File: src/rtl/vc_flit_tx.sv
// vc_flit_tx: packs a request plus payload words into head/body/tail flits for one
// virtual-channel buffer, through a single registered output stage.
//
// Flit layout (fdata_o):
//   [33:32] type: 00 head, 01 body, 11 tail
//   head: [31:30]=00, [29:26]=dest_x, [25:22]=dest_y, [21:14]=len, [13:0]=0
//   body/tail: [31:0] payload word (a len=0 tail carries zero)
//
// FSM state names the flit held in the output register:
//   StIdle - register empty, a request can be accepted
//   StHead - head flit held; payload words may stream in behind it
//   StBody - a body flit is held (or the register drained while waiting for payload)
//   StTail - tail flit held; its transfer completes the packet
// Payload is taken while the head or body flits drain, so a packet streams at one
// flit per cycle when ready_i stays high.
module vc_flit_tx (
  input  logic        clk,
  input  logic        arst,
  input  logic        req_valid_i,
  output logic        req_ready_o,
  input  logic [3:0]  req_dest_x_i,
  input  logic [3:0]  req_dest_y_i,
  input  logic [7:0]  req_len_i,
  input  logic [1:0]  req_vc_i,
  input  logic        pld_valid_i,
  output logic        pld_ready_o,
  input  logic [31:0] pld_data_i,
  output logic [33:0] fdata_o,
  output logic        valid_o,
  input  logic        ready_i,
  output logic [1:0]  vc_id_o,
  output logic        busy_o,
  output logic        err_dest_o,
  output logic [15:0] pkt_cnt_o
);

  localparam logic [1:0] TypeHead = 2'b00;
  localparam logic [1:0] TypeBody = 2'b01;
  localparam logic [1:0] TypeTail = 2'b11;

  typedef enum logic [1:0] {StIdle, StHead, StBody, StTail} state_e;

  state_e      state_q, state_d;
  logic [7:0]  rem_q, rem_d;
  logic [33:0] fdata_q, fdata_d;
  logic        valid_q, valid_d;
  logic [1:0]  vc_q, vc_d;
  logic        err_q, err_d;
  logic [15:0] cnt_q, cnt_d;

  logic can_load;
  logic accept;
  logic dest_zero;
  logic pld_ready;
  logic pld_fire;
  logic last_word;

  // Handshake qualifiers shared by the next-state logic and the ports
  always_comb begin
    can_load  = !valid_q || ready_i;
    accept    = req_valid_i && (state_q == StIdle);
    dest_zero = (req_dest_x_i == 4'd0) && (req_dest_y_i == 4'd0);
    // rem_q is zero only for a len=0 packet, which never handshakes payload
    pld_ready = ((state_q == StHead) || (state_q == StBody)) && (rem_q != 8'd0) && can_load;
    pld_fire  = pld_valid_i && pld_ready;
    last_word = (rem_q == 8'd1);
  end

  // Next-state for the FSM, the output register, the word counter and the packet count
  always_comb begin
    state_d = state_q;
    rem_d   = rem_q;
    fdata_d = fdata_q;
    valid_d = valid_q;
    vc_d    = vc_q;
    err_d   = 1'b0;
    cnt_d   = cnt_q;

    unique case (state_q)
      StIdle: begin
        if (accept) begin
          if (dest_zero) begin
            // Zero destination would never be consumed downstream: drop and flag it
            err_d = 1'b1;
          end else begin
            fdata_d = {TypeHead, 2'b00, req_dest_x_i, req_dest_y_i, req_len_i, 14'd0};
            valid_d = 1'b1;
            vc_d    = req_vc_i;
            rem_d   = req_len_i;
            state_d = StHead;
          end
        end
      end

      StHead, StBody: begin
        if (can_load) begin
          if (rem_q == 8'd0) begin
            // len=0: the tail follows the head directly with a zero payload
            fdata_d = {TypeTail, 32'd0};
            valid_d = 1'b1;
            state_d = StTail;
          end else if (pld_fire) begin
            fdata_d = {(last_word ? TypeTail : TypeBody), pld_data_i};
            valid_d = 1'b1;
            rem_d   = rem_q - 8'd1;
            state_d = last_word ? StTail : StBody;
          end else begin
            // Register drains with no payload ready: bubble until the next word
            valid_d = 1'b0;
            state_d = StBody;
          end
        end
      end

      StTail: begin
        if (valid_q && ready_i) begin
          valid_d = 1'b0;
          cnt_d   = cnt_q + 16'd1;
          state_d = StIdle;
        end
      end

      default: state_d = StIdle;
    endcase
  end

  // All state registers; asynchronous reset abandons any packet in flight
  always_ff @(posedge clk or negedge arst) begin
    if (!arst) begin
      state_q <= StIdle;
      rem_q   <= 8'd0;
      fdata_q <= 34'd0;
      valid_q <= 1'b0;
      vc_q    <= 2'd0;
      err_q   <= 1'b0;
      cnt_q   <= 16'd0;
    end else begin
      state_q <= state_d;
      rem_q   <= rem_d;
      fdata_q <= fdata_d;
      valid_q <= valid_d;
      vc_q    <= vc_d;
      err_q   <= err_d;
      cnt_q   <= cnt_d;
    end
  end

  // Port drive: everything except the two ready signals comes straight from flops
  always_comb begin
    req_ready_o = (state_q == StIdle);
    pld_ready_o = pld_ready;
    fdata_o     = fdata_q;
    valid_o     = valid_q;
    vc_id_o     = vc_q;
    busy_o      = (state_q != StIdle);
    err_dest_o  = err_q;
    pkt_cnt_o   = cnt_q;
  end

endmodule

File: config.mk
export PLATFORM = sky130hd
export DESIGN_NAME = vc_flit_tx
export DESIGN_NICKNAME = d
export VERILOG_FILES = /design/src/rtl/vc_flit_tx.sv
export SDC_FILE = /design/constraint.sdc
export NUM_CORES = 1
export LEC_CHECK = 0
export CORE_MARGIN = 5
export CORE_UTILIZATION = 35
export CTS_BUF_LIST = sky130_fd_sc_hd__clkbuf_2
export CTS_CLUSTER_DIAMETER = 100
export DETAILED_ROUTE_END_ITERATION = 10
export HOLD_SLACK_MARGIN = 0.12
export PLACE_DENSITY = 0.71
export SYNTH_ARGS = -nofsm -noshare
export SYNTH_HDL_FRONTEND = slang
export SYNTH_SLANG_ARGS = --single-unit
File: constraint.sdc
create_clock -name clk -period 4.6 [get_ports clk]
set_clock_uncertainty 0.05 [all_clocks]
set_input_delay 0.69 -clock clk [delete_from_list [all_inputs] [get_ports clk]]
set_output_delay 0.69 -clock clk [all_outputs]
set_load 0.01 [all_outputs]
==> metrics.log <==
INFO  metric status = finished clean
INFO  metric syn_std_cell_area = 3210 um2
INFO  metric timing.critical_path.buf_inv = 2
INFO  metric synth.top_cell.area_share = 49.9%
INFO  metric clk_path_buf_depth = 2
INFO  metric drt_drc_violations_left = 0
INFO  metric drtAntennaViolNets = 0
INFO  metric antennaDiodeCount = 0
INFO  metric grt_pass1_vias = roughly 2,700
INFO  metric timing.reg2reg.setup_slack = 1.54 ns
INFO  metric cts_tree = built
INFO  metric global_route.usage.total = 15.5%
INFO  metric path_cells = clkdlybuf4s50_1 > nor4_1 > a21boi_0 > nor2_1 > or3b_2 > buf_4 > mux2i_1
INFO  metric slowest_delay = approximately 0.69 ns
INFO  metric fraction_of_the_yosys_area_taken_by_sequential_cells = 49.9%
INFO  metric min_path_type = in -> async
INFO  metric path_max_fanout = 22
INFO  metric crit_slowest_cell = or3b_2
INFO  metric critical_path.startpoint = req_dest_x_i[3]
INFO  metric hold_vio_cnt_final = 0
INFO  metric top_level_ports = 112
INFO  metric synth_fp_nets = 363
INFO  metric clock_tree.root_cell = clkbuf_2
INFO  metric synthFlopType = dfrtp_1
INFO  metric cts_post_setup_buffers_inserted = 0
INFO  metric detail_route.wl_per_cell = 15.8 um
INFO  metric cellPowerDensity = 718 nW/um2
INFO  metric floorplan.die.height = about 110 um
INFO  metric leakage = 2.05 nW
INFO  metric worstPathRequired = 4.98 ns
INFO  metric grt_start_max_net_pins = 35
INFO  metric worst_slew_pin_slew = 0.996 ns
INFO  metric clock_insertion_delay_worst_skew = a little under 0.5 ns
INFO  metric place_hpwl = approximately 6000 um
INFO  metric drt_wl_total = 8410 um
INFO  metric synth_edf_count = 0
INFO  metric synthArstFlopShare = 100%
INFO  metric syn_inst = 303
INFO  metric timing.critical_path.arrival = roughly 3.8 ns
INFO  metric worstSetupPathType = in -> reg
INFO  metric timing.critical_path.max_delay_family = simple AND/OR/NAND/NOR gates
INFO  metric cells_resized_by_post_cts_repair = 0
INFO  metric cts-htree-levels = 3
INFO  metric finalNetCount = 477
INFO  metric register_area = 1600 um2
INFO  metric clock-sinks = 64
INFO  metric worst_r2r_startpoint = rem_q[0]$_DFFE_PN0P_
INFO  metric dominant_combinational_cell_family_by_area_after_synthesis = multiplexers
INFO  metric synth.lib_cells_used.distinct = 40
INFO  metric endpoint_kind = flip-flop
INFO  metric number_of_antenna_violations_at_the_first_check_in_global_routing = 0
INFO  metric synth_warnings = 0
INFO  metric initialDrtViolationCount = 86
INFO  metric setup-tns-final = 0 ns
INFO  metric timing.final.max_slew_violations = 0
INFO  metric die_x = 106 um
INFO  metric r2r.worst_path.cells = 8
INFO  metric reg_to_reg_endpoint = fdata_o[7]$_DFFE_PN0P_
INFO  metric slew-limit-headroom = 33.6%
INFO  metric final_layout_size_suffix_gt1_share = about 10%
INFO  metric avgSynthCellArea = about 11 um2
INFO  metric fin_worst_hold_slack = 0.198 ns
INFO  metric power = 3.25 mW
INFO  metric place.detailed.instances = 517
INFO  metric postLayoutCoreUtil = 49.8%
INFO  metric grt_overflow_total = 0
INFO  metric min_period = approximately 3.4 ns
INFO  metric io_buffers = 111
INFO  metric layout.filler_cells = about 870
INFO  metric routed-via-count = 2,642
INFO  metric synth_adder_area_share = 1.95%
INFO  metric post_synth_main_area_contributors = dfrtp_1 (50%), mux2i_1 (6.2%), mux2_4 (4.7%)
INFO  metric gp_congestion = 0.849
INFO  metric cts_made_buffers = 9
INFO  metric synth_compound_gate_area_share = 12.9%
INFO  metric worst_ir_drop_vdd = 0.382 mV
INFO  metric fin_crit_sh = 73.6%
INFO  metric via_per_inst = 4.96
INFO  metric die-area = 11,200 um2
INFO  metric worst_setup_path_start_kind = input port
INFO  metric cts-hold-fix-buffers = 0
INFO  metric yosys.area.top_type = dfrtp_1
INFO  metric synth_simple_gate_area_share = between 10% and 20%
INFO  metric placement_row_count = 35
INFO  metric grt_pass1_wl = 13,900 um
INFO  metric firstDrtPassIters = 4
INFO  metric path_clk_slew = approximately 0.21 ns
INFO  metric rsz0062_at_grt = false
INFO  metric layout.cells.non_filler = roughly 530
INFO  metric maxClockFrequency = between 0.2 and 0.3 GHz
INFO  metric fp.coreArea = a little over 9000 um2
INFO  metric max-cap-violations = 0
INFO  metric multi_input_area = between 1000 and 1500 um2
INFO  metric report.final.setup_viol = 0
INFO  metric xor_xnor_portion_of_the_synthesized_cell_area = 4.09%
INFO  metric area.growth.synth_to_final = 41.2%
INFO  metric synth.ff_latch_count = 64
INFO  metric initial_core_util = a little over a third
INFO  metric synth.area.mux_share = 13.0%
==> layout by cell type, fill, tap and decap left out, drive strengths merged, types with 2 or more instances in the layout <==
| cell type | count |
|---|---|
| nor2b | 6 |
| xnor2 | 9 |
| buf | 5 |
| inv | 30 |
| nor3 | 4 |
| a21oi | 16 |
| nand4 | 2 |
| nand2 | 25 |
| o31ai | 3 |
| clkinvlp | 2 |
| o21ai | 16 |
| o22ai | 2 |
| clkdlybuf4s50 | 110 |
| a21boi | 3 |
| dfrtp | 64 |
| mux2i | 20 |
| ha | 5 |
| a31oi | 3 |
| nand3 | 13 |
| a22o | 12 |
| clkbuf | 9 |
| clkinv | 3 |
| o211ai | 2 |
| and4 | 2 |
| nand2b | 2 |
| nor2 | 16 |
| and3 | 2 |
| xor2 | 6 |
| o22a | 2 |
| nor4 | 5 |
| mux2 | 16 |
==> metal layers <==
layer	global-route usage, %	share of wire, %
met5	0	0
met3	4.41	4.7
met4	4.16	0.89
met2	25.9	50
met1	19.7	44
==> through the flow <==
stage / setup WS (ns) / area, um2
after CTS: 1.24 / 4530
after floorplan: 2.13 / 3210
after global placement: 0.867 / 4420
final: 1.22 / 4530
after global routing: 1.04 / 4530
after detailed placement: 0.698 / 4420
==> sequential cells by signal (all words and copies together) (netlist names) <==
name and cells:
err_dest_o 1, valid_o 1, fdata_o 34, state_q 2, vc_id_o 2, rem_q 8, pkt_cnt_o 16
==> how the worst max path moves through the flow <==
stage                              endpoint  slack [ns]  cells after the start
floorplan           fdata_o[15]$_DFFE_PN0P_        2.13                      7
global placement    fdata_o[10]$_DFFE_PN0P_        0.87                      7
detailed placement   fdata_o[7]$_DFFE_PN0P_        0.70                      7
CTS                             pld_ready_o        1.24                      6
global route         fdata_o[7]$_DFFE_PN0P_        1.04                      7
finish               fdata_o[7]$_DFFE_PN0P_        1.22                      7
==> power by group <==
group	internal, mW	switching, mW
Clock	0.125	0.228
Sequential	0.786	0.161
Combinational	1.00	0.952
Total	1.91	1.34
==> final cells by class <==
class	count	share of cell area [%]
well taps	111	3.06
flip-flops and latches	64	35.3
inverters	29	2.40
clock inverters	7	1.57
multi-input cells	198	31.6
clock buffers	9	0.994
repair buffers	115	25.1
==> cells by family (layout without fill, tap and decap cells) <==
kind of cell,count (synthesis),count (layout)
buf+inv,41,160
fa+ha+maj,5,5
compound gates,63,63
xor+xnor,15,15
flops,64,64
mux,36,36
simple gates,79,79
==> synth_stat cells (9+ instances only) <==
cell / instances
a21oi_1: 16
a22o_1: 12
dfrtp_1: 64
inv_1: 29
mux2_4: 10
mux2i_1: 20
nand2_1: 25
nand3_1: 13
nor2_1: 16
o21ai_0: 16
xnor2_1: 9
Power figures use the tool's default switching activity.
